==> src/rtl/mem_port_sched.sv <==
// Arbitrates the MEM-stage data port between speculative loads and committed stores.
// Stores wait in an in-order buffer; loads win unless a hazard, a full buffer or starvation forces a drain.
module mem_port_sched #(
    parameter int SB_DEPTH     = 4,
    parameter int STARVE_LIMIT = 8
) (
    input  logic                        CLK,
    input  logic                        RESET,
    input  logic                        flush,
    input  logic                        ld_valid,
    output logic                        ld_ready,
    input  logic [31:0]                 ld_addr,
    input  logic [5:0]                  ld_alu_control,
    input  logic [31:0]                 ld_instr_num,
    input  logic [5:0]                  ld_map,
    input  logic                        st_valid,
    output logic                        st_ready,
    input  logic [31:0]                 st_addr,
    input  logic [31:0]                 st_data,
    input  logic [5:0]                  st_alu_control,
    input  logic [31:0]                 st_instr_num,
    output logic                        mem_read,
    output logic                        mem_write,
    output logic [31:0]                 mem_addr,
    output logic [31:0]                 mem_wdata,
    output logic [5:0]                  mem_alu_control,
    output logic [31:0]                 mem_instr_num,
    output logic [5:0]                  mem_map,
    output logic [$clog2(SB_DEPTH):0]   sb_count,
    output logic                        drain_mode
);

    localparam int PTR_W = $clog2(SB_DEPTH);
    localparam int CNT_W = PTR_W + 1;
    localparam int STV_W = $clog2(STARVE_LIMIT + 1);

    typedef enum logic { LOAD_PRI, DRAIN } state_t;

    state_t             state, state_next;
    logic [PTR_W-1:0]   wr_ptr, rd_ptr;
    logic [STV_W-1:0]   starve, starve_next;
    logic [CNT_W-1:0]   count_next;
    logic               hazard, enq, st_issue;
    logic [PTR_W-1:0]   age;

    logic [31:0] sb_addr  [SB_DEPTH];
    logic [31:0] sb_data  [SB_DEPTH];
    logic [5:0]  sb_alu   [SB_DEPTH];
    logic [31:0] sb_instr [SB_DEPTH];

    // An entry is live when its distance from the read pointer is below the occupancy.
    always_comb begin
        // NOTE: every combinational output gets a default first so no path leaves it unassigned (no latch).
        hazard = 1'b0;
        age    = '0;
        for (int i = 0; i < SB_DEPTH; i++) begin
            age = PTR_W'(i) - rd_ptr;
            if (CNT_W'(age) < sb_count && sb_addr[i][31:2] == ld_addr[31:2])
                hazard = 1'b1;
        end
        hazard = hazard & ld_valid;
    end

    // Output / control decode
    always_comb begin
        ld_ready   = (state == LOAD_PRI) && ld_valid && !flush && !hazard;
        st_ready   = (sb_count != CNT_W'(SB_DEPTH));
        st_issue   = (sb_count != '0) && !ld_ready;
        enq        = st_valid && st_ready;
        count_next = sb_count + CNT_W'(enq) - CNT_W'(st_issue);
        drain_mode = (state == DRAIN);
        starve_next = starve;
        if (st_issue)
            starve_next = '0;
        else if (state == LOAD_PRI && sb_count != '0 && starve != STV_W'(STARVE_LIMIT))
            starve_next = starve + 1'b1;
    end

    // Next-state logic
    always_comb begin
        state_next = state;
        case (state)
            LOAD_PRI: if (count_next == CNT_W'(SB_DEPTH) ||
                          starve_next == STV_W'(STARVE_LIMIT) || hazard)
                          state_next = DRAIN;
            DRAIN:    if (count_next == '0)
                          state_next = LOAD_PRI;
            default:  state_next = LOAD_PRI;
        endcase
    end

    // NOTE: sequential state uses non-blocking assignments so every register samples pre-edge values.
    always_ff @(posedge CLK or negedge RESET) begin
        if (!RESET) begin
            state    <= LOAD_PRI;
            wr_ptr   <= '0;
            rd_ptr   <= '0;
            sb_count <= '0;
            starve   <= '0;
        end else begin
            state    <= state_next;
            sb_count <= count_next;
            if (enq)      wr_ptr <= wr_ptr + 1'b1;
            if (st_issue) rd_ptr <= rd_ptr + 1'b1;
            starve   <= (state == LOAD_PRI && state_next == DRAIN) ? '0 : starve_next;
        end
    end

    // NOTE: buffer storage is not reset; occupancy is tracked by the pointers and count alone.
    always_ff @(posedge CLK) begin
        if (enq) begin
            sb_addr[wr_ptr]  <= st_addr;
            sb_data[wr_ptr]  <= st_data;
            sb_alu[wr_ptr]   <= st_alu_control;
            sb_instr[wr_ptr] <= st_instr_num;
        end
    end

    // Issue register toward MEM; fields hold when idle.
    always_ff @(posedge CLK or negedge RESET) begin
        if (!RESET) begin
            mem_read        <= 1'b0;
            mem_write       <= 1'b0;
            mem_addr        <= '0;
            mem_wdata       <= '0;
            mem_alu_control <= '0;
            mem_instr_num   <= '0;
            mem_map         <= '0;
        end else if (ld_ready) begin
            mem_read        <= 1'b1;
            mem_write       <= 1'b0;
            mem_addr        <= ld_addr;
            mem_wdata       <= '0;
            mem_alu_control <= ld_alu_control;
            mem_instr_num   <= ld_instr_num;
            mem_map         <= ld_map;
        end else if (st_issue) begin
            mem_read        <= 1'b0;
            mem_write       <= 1'b1;
            mem_addr        <= sb_addr[rd_ptr];
            mem_wdata       <= sb_data[rd_ptr];
            mem_alu_control <= sb_alu[rd_ptr];
            mem_instr_num   <= sb_instr[rd_ptr];
            mem_map         <= '0;
        end else begin
            mem_read        <= 1'b0;
            mem_write       <= 1'b0;
        end
    end

endmodule

==> config.mk <==
export PLATFORM = sky130hd
export DESIGN_NAME = mem_port_sched
export DESIGN_NICKNAME = d
export VERILOG_FILES = /design/src/rtl/mem_port_sched.sv
export SDC_FILE = /design/constraint.sdc
export NUM_CORES = 1
export LEC_CHECK = 0
export ABC_AREA = 1
export BUFFER_PORTS_ARGS = -buffer_cell sky130_fd_sc_hd__buf_2
export CAP_MARGIN = 40
export CORE_MARGIN = 3
export CORE_UTILIZATION = 40
export CTS_CLUSTER_DIAMETER = 30
export DETAILED_ROUTE_END_ITERATION = 10
export GPL_ROUTABILITY_DRIVEN = 0
export PLACE_DENSITY = 0.56
export SLEW_MARGIN = 10
export SYNTH_ARGS = -nofsm -noshare
export SYNTH_HDL_FRONTEND = slang
export SYNTH_SLANG_ARGS = --single-unit
==> constraint.sdc <==
create_clock -name CLK -period 6.48 [get_ports CLK]
set_input_delay 0 -clock CLK [delete_from_list [all_inputs] [get_ports CLK]]
set_output_delay 0 -clock CLK [all_outputs]
set_load 0.02 [all_outputs]
Yosys cells after proc, flatten, opt, wreduce, memory -nomap -nowiden
Memory sizes are Yosys's and may differ from the RTL's.
Cells that the tools add are included.
- register bits after elaboration: 122
- bits in writable memories: 408
- input port bits: 183
- memories kept: 4
- memory list (memory ; depth ; width ; rd ports ; clocked after Yosys merged registers in ; write ports ; line ; text):
    sb_addr ; 4 ; 32 ; 5 ; 0 ; 1 ; 46 ; logic [31:0] sb_addr [SB_DEPTH];
    sb_data ; 4 ; 32 ; 1 ; 0 ; 1 ; 47 ; logic [31:0] sb_data [SB_DEPTH];
    sb_instr ; 4 ; 32 ; 1 ; 0 ; 1 ; 49 ; logic [31:0] sb_instr [SB_DEPTH];
    sb_alu ; 4 ; 6 ; 1 ; 0 ; 1 ; 48 ; logic [5:0] sb_alu [SB_DEPTH];
- $add $sub $neg: 9
- magnitude comparators: 4
- eq/ne operators: 8
- muxes and demuxes: 25
- bitwise gates (word level): 2
- reductions and logical operators: 20
- operator list (operator ; number):
    $mux W32 ; 6
    $eq A30 B30 Y1 ; 4
    $mux W6 ; 4
    $logic_and A1 B1 Y1 ; 12
    $lt A2 B3 Y1 ; 4
    $mux W4 ; 3
    $mux W1 ; 11
    $add A2 B1 Y2 const B ; 2
    $add A4 B1 Y4 const B ; 1
    $eq A4 B4 Y1 const B ; 1
    $ne A4 B4 Y1 const B ; 1
    $sub A1 B2 Y2 const A ; 2
    $sub A2 B2 Y2 const A ; 2
    $add A3 B1 Y3 ; 1
    $eq A3 B3 Y1 const B ; 1
    $logic_not A1 Y1 ; 3
    $logic_not A3 Y1 ; 1
    $ne A3 B3 Y1 const B ; 1
    $reduce_bool A3 Y1 ; 1
    $sub A3 B1 Y3 ; 1
    $logic_or A1 B1 Y1 ; 2
    $pmux W1 S2 ; 1
    $reduce_bool A2 Y1 ; 1
    $and A1 B1 Y1 ; 1
    $not A1 Y1 ; 1

Logic depth before layout (Yosys ltp)
- word-level depth: 20
- mapped depth: 26

Worst setup path before layout
Ideal clock, no wire load.
- kind: register -> register
- from: reg sb_count[0]
- to: mem sb_addr[0][0], enable pin
- arrival: 5.289 ns
- required time: 5.916 ns
- slack: 0.627 ns
- stages on the path, launching flop included: 5
- path buffers: 0
- clock period less this slack: 5.853 ns
- cells stage by stage: dfrtp_1 > nor2_1 > nand2_1 > nand2_1 > nor2_1
- longest elaborated chain between the ends: 4
- ends and longest elaborated chain (what ; line ; text):
    start, declared ; 29 ; output logic [$clog2(SB_DEPTH):0] sb_count,
    start signal, assigned ; 102 ; sb_count <= count_next;
    $ne A3 B3 Y1 ; 67 ; st_ready = (sb_count != CNT_W'(SB_DEPTH));
    named net st_ready ; 17 ; output logic st_ready,
    $logic_and A1 B1 Y1 ; 69 ; enq = st_valid && st_ready;
    $mux W1 ; 111 ; if (enq) begin
    $mux W1 (not written as such) ; 112 ; sb_addr[wr_ptr] <= st_addr;
    end, declared ; 46 ;
The timed path passes the listed nets, and every way through them passes these cells.

Worst setup path in the final report
- from: reg rd_ptr[0]
- to: out ld_ready
- longest elaborated chain between the ends: 10
- elaborated cells on any way between the ends: 19
- those cells by class: add/sub (4); order compare (4); mux (4); bitwise (1); reduce/logical (6)
- ends and longest elaborated chain (what ; line ; text):
    start, declared ; 40 ; logic [PTR_W-1:0] wr_ptr, rd_ptr;
    start signal, assigned ; 104 ; if (st_issue) rd_ptr <= rd_ptr + 1'b1;
    $sub A1 B2 Y2 ; 57 ; age = PTR_W'(i) - rd_ptr;
    $lt A2 B3 Y1 ; 58 ; if (CNT_W'(age) < sb_count && sb_addr[i][31:2] == ld_addr[31:2])
    $logic_and A1 B1 Y1 ; 58 ;
    $mux W1 (3 in series) ; 58 ;
    $mux W1 * ; 58 ;
    $and A1 B1 Y1 * ; 61 ; hazard = hazard & ld_valid;
    $logic_not A1 Y1 * ; 66 ; ld_ready = (state == LOAD_PRI) && ld_valid && !flush && !hazard;
    $logic_and A1 B1 Y1 * ; 66 ;
    end, declared ; 11 ; output logic ld_ready,
Mark *: on every way between the ends. The rest lies on a longest branch, timed or not.

==> reports/summary.md <==
For the number of max-capacitance violations reported, the log shows 0. Once layout is done, the placed cells without fillers occupy 30,100 µm². At the pin with the least slew margin, the transition time is 0.912 ns.

In this run, synthesis produced a sequential element count of 530. Sequential elements use 70.6% of the synthesized area. When the netlist entered floorplanning its net count stood at 1,869. Setup repair after global routing left no endpoint under its margin. The final worst-path cycle share was 69.7%; the fmax was 222 MHz. Setup total negative slack on the finished layout was measured at 0 ns. The clock buffer count from CTS came out at 117. The top cell type by total area after synthesis is sky130_fd_sc_hd__edfxtp_1.

After global routing the overflow that remains totals 0. TritonCTS built the clock tree. The tools report the number of H-tree levels as 3. The run gives 4.51 ns as the data arrival time of the critical path.

The smallest clock period supported by the final layout is computed as 4.51 ns. The clock sink total came out at 530. Row generation in the floorplan step produced 84 rows.

The leading cell type by number of instances after synthesis was sky130_fd_sc_hd__edfxtp_1. In this design, the stage delay of the slowest critical-path cell is 0.72 ns. By area the synthesized netlist is led by sky130_fd_sc_hd__edfxtp_1 56%, sky130_fd_sc_hd__dfrtp_1 14%, sky130_fd_sc_hd__nand2_1 5.2%. STA classifies the critical path endpoint as an output port. The tree is rooted in a sky130_fd_sc_hd__clkbuf_16.

The run gives 1,069 as the number of DRC markers in iteration 0. The mean post-synth cell area was 13.0 µm². Ranked by instance count, the synthesized netlist is headed by 408 x sky130_fd_sc_hd__edfxtp_1, 302 x sky130_fd_sc_hd__nand2_1, 124 x sky130_fd_sc_hd__nand3_1, 122 x sky130_fd_sc_hd__dfrtp_1, 84 x sky130_fd_sc_hd__inv_1. For the final-stage net count, the log shows 2,408.

In the final routed layout, each cell accounts on average for 21.4 µm. For the number of vias in the routed layout, the log shows 15,777. Walking the worst path, the cells encountered are nand2_1 > clkinv_2 > nor2_1 > inv_1 > ha_1 > a21oi_1 > nor2_1 > nor2_1 > nand2_1 > nor2_1 > nor2_2 > nand3_4 > buf_4 > inv_2 > buf_2. The wire-length estimate of the detail-placed layout is 38.5 mm. For met1 alone, demand over resource in global routing was 30.3%. The headroom to the max-slew limit is 39.0%, and the setup fix buffers added after clock tree synthesis is 0. The first global-routing pass estimated 96.7 mm of wire.

For the largest clock skew in the final design, the log shows 0.0244 ns. Relative to the synthesized area, the layout overhead comes to 38.9%. The antenna violation net count after detailed routing was 0. The class of the most critical hold timing path is input pin to register. Of all flip-flops after synthesis, the portion carrying an async set or reset was 23.0%. The count of final max-slew check failures came out at 0.

The total wire length was 64.2 mm. From bottom edge to top edge, the die measures 239 µm. On the critical path, the stage with the largest delay is an instance of sky130_fd_sc_hd__nand2_1. STA classifies the critical path startpoint as a register. The flow ran to the end, and the final reports show no timing, DRC or antenna violations. Along the worst path, the maximum fanout reaches 58. The first detailed-routing pass took 5 iterations.

After clock tree synthesis, the repair step resized 0 gates. In the synthesized netlist, the number of instances is 1,673. Area enclosed by the die boundary: 57,100 µm². The port buffer count works out to 298. For this design the top-level I/O count stands at 299. The total power divided by cell area works out to 513 nW/µm². The mapped netlist covers 21,700 µm².

The layer flagged by global routing as most heavily used is met2. The clock reaches the later pin of the worst-skew pair after 0.65 ns. For the core region area, the log shows 53,100 µm². The fraction of layout instances using a drive strength above 1 works out to 26.3%.

The synthesized design contains 408 enable-type register cells. The tools report the worst endpoint required time as 6.48 ns. The cell that appears most often on the critical path is sky130_fd_sc_hd__nor2_1. The final setup violation count came out at 0. The global-route usage over all layers is 22.4%, and the post-detailed-placement cell area is 24,000 µm². The critical path is of the register to output port type. The number of antenna violations at the first check in global routing is 3, and the count of warnings emitted by yosys is 0. The longest clock path from root to sink contains 3 buffers. For this design the static power due to leakage is 12.2 nW. The number of distinct library cells after synthesis was 38; the number of global-route vias before repair was 16,070. Entering global routing, the biggest net connects 59 pins.

The overall die width came out at 239 µm. The final hold violation count is 0, and the routing usage on met2 is 36.5%. In the routed layout, each cell is associated on average with a via count of 5.25.

Across the VDD grid, the largest voltage drop is 0.000356 V. The starting utilization of the core area was 40.9%. For this run, the leading register cell type out of synthesis is sky130_fd_sc_hd__edfxtp_1. The total DRC errors in the routed layout is 0. Clock-pin slew was measured on the worst setup and hold paths at 0.05 ns. The logs give 4.66% for the met3 global-route usage and 183 for the cts-stage hold buffer count. The synthesized design devotes to its leading area cell type 56.5% of total area.
[cell type report]
cell class | count | area, µm²
flip-flops and latches | 530 | 15300
clock inverters | 85 | 1110
well taps | 688 | 861
multi-input cells | 937 | 5590
inverters | 116 | 439
fillers | 4268 | 22900
diodes | 2 | 5.00
clock buffers | 137 | 3140
repair buffers | 510 | 3690
[layout by cell type (no fill, tap or decap), types with 72 or more instances in the layout]
master,n
sky130_fd_sc_hd__inv_1,84
sky130_fd_sc_hd__a22o_1,72
sky130_fd_sc_hd__edfxtp_1,408
sky130_fd_sc_hd__nand3_1,124
sky130_fd_sc_hd__dlygate4sd3_1,182
sky130_fd_sc_hd__nor2_1,72
sky130_fd_sc_hd__buf_2,297
sky130_fd_sc_hd__nand2_1,302
sky130_fd_sc_hd__a221oi_1,75
sky130_fd_sc_hd__dfrtp_1,122
sky130_fd_sc_hd__clkbuf_16,119
[critical path: cells and delay by family, from the launching register on]
kind	cells	cell delay [ns]
AOI/OAI and AO/OA	1	0.14
adders and majority gates	1	0.28
buffers and inverters	5	1.55
DFF	1	0.48
and+or+nand+nor	8	1.38
[logic make-up after synthesis]
| logic type | after synthesis | share of synthesized area, % |
|---|---|---|
| flops | 530 | 70.6 |
| simple gates | 517 | 9.85 |
| compound gates | 351 | 12.6 |
| buf+inv | 206 | 3.97 |
| xor+xnor | 56 | 2.26 |
| fa+ha+maj | 13 | 0.784 |
[per-stage QoR]
step,util [%],worst slack [ns],hold WS [ns],total power [mW],instances
CTS,56.8,1.96,0.0563,15.6,3003
finish,56.8,1.97,0.0958,15.5,3005
global placement,44.9,2.14,0.150,9.08,2590
floorplan,-,0.627,-0.296,7.66,1673
detailed placement,45.3,2.11,-0.0460,9.22,2598
global route,56.8,1.62,0.0886,16.2,3003
[routing by layer]
metal	share of wire [%]	vias up	routed length, µm
li1	-	7314	-
met1	43	7851	27600
met2	48	523	31100
met3	6.7	87	4290
met4	1.9	2	1240
met5	0.020	-	13
[sequential cells by signal, indices dropped and copies added, names as in the netlist, 6 cells and up]
register         count
sb_alu              24
mem_addr            32
mem_map              6
mem_wdata           32
sb_instr           128
sb_data            128
sb_addr            128
mem_alu_control      6
mem_instr_num       32
[where the power goes]
group	switching, mW	total (mW)	internal [mW]
combinational	2.80	4.22	1.42
clock	1.98	6.23	4.25
sequential	0.390	5.01	4.62
[path summary, 6_finish.rpt]
path	start	to	slack, ns	cells after the start
max in group asynchronous	RESET	mem_instr_num[22]	4.98	5
max	rd_ptr[0]	ld_ready	1.97	15
max reg2reg	rd_ptr[0]	drain_mode	2.05	23
min in group asynchronous	RESET	mem_addr[14]	0.46	4
min reg2reg	mem_map[0]	mem_map[0]	0.50	2
min	st_addr[1]	sb_addr[3][1]	0.1	2
Note: power is estimated with default switching activity, not from simulation.
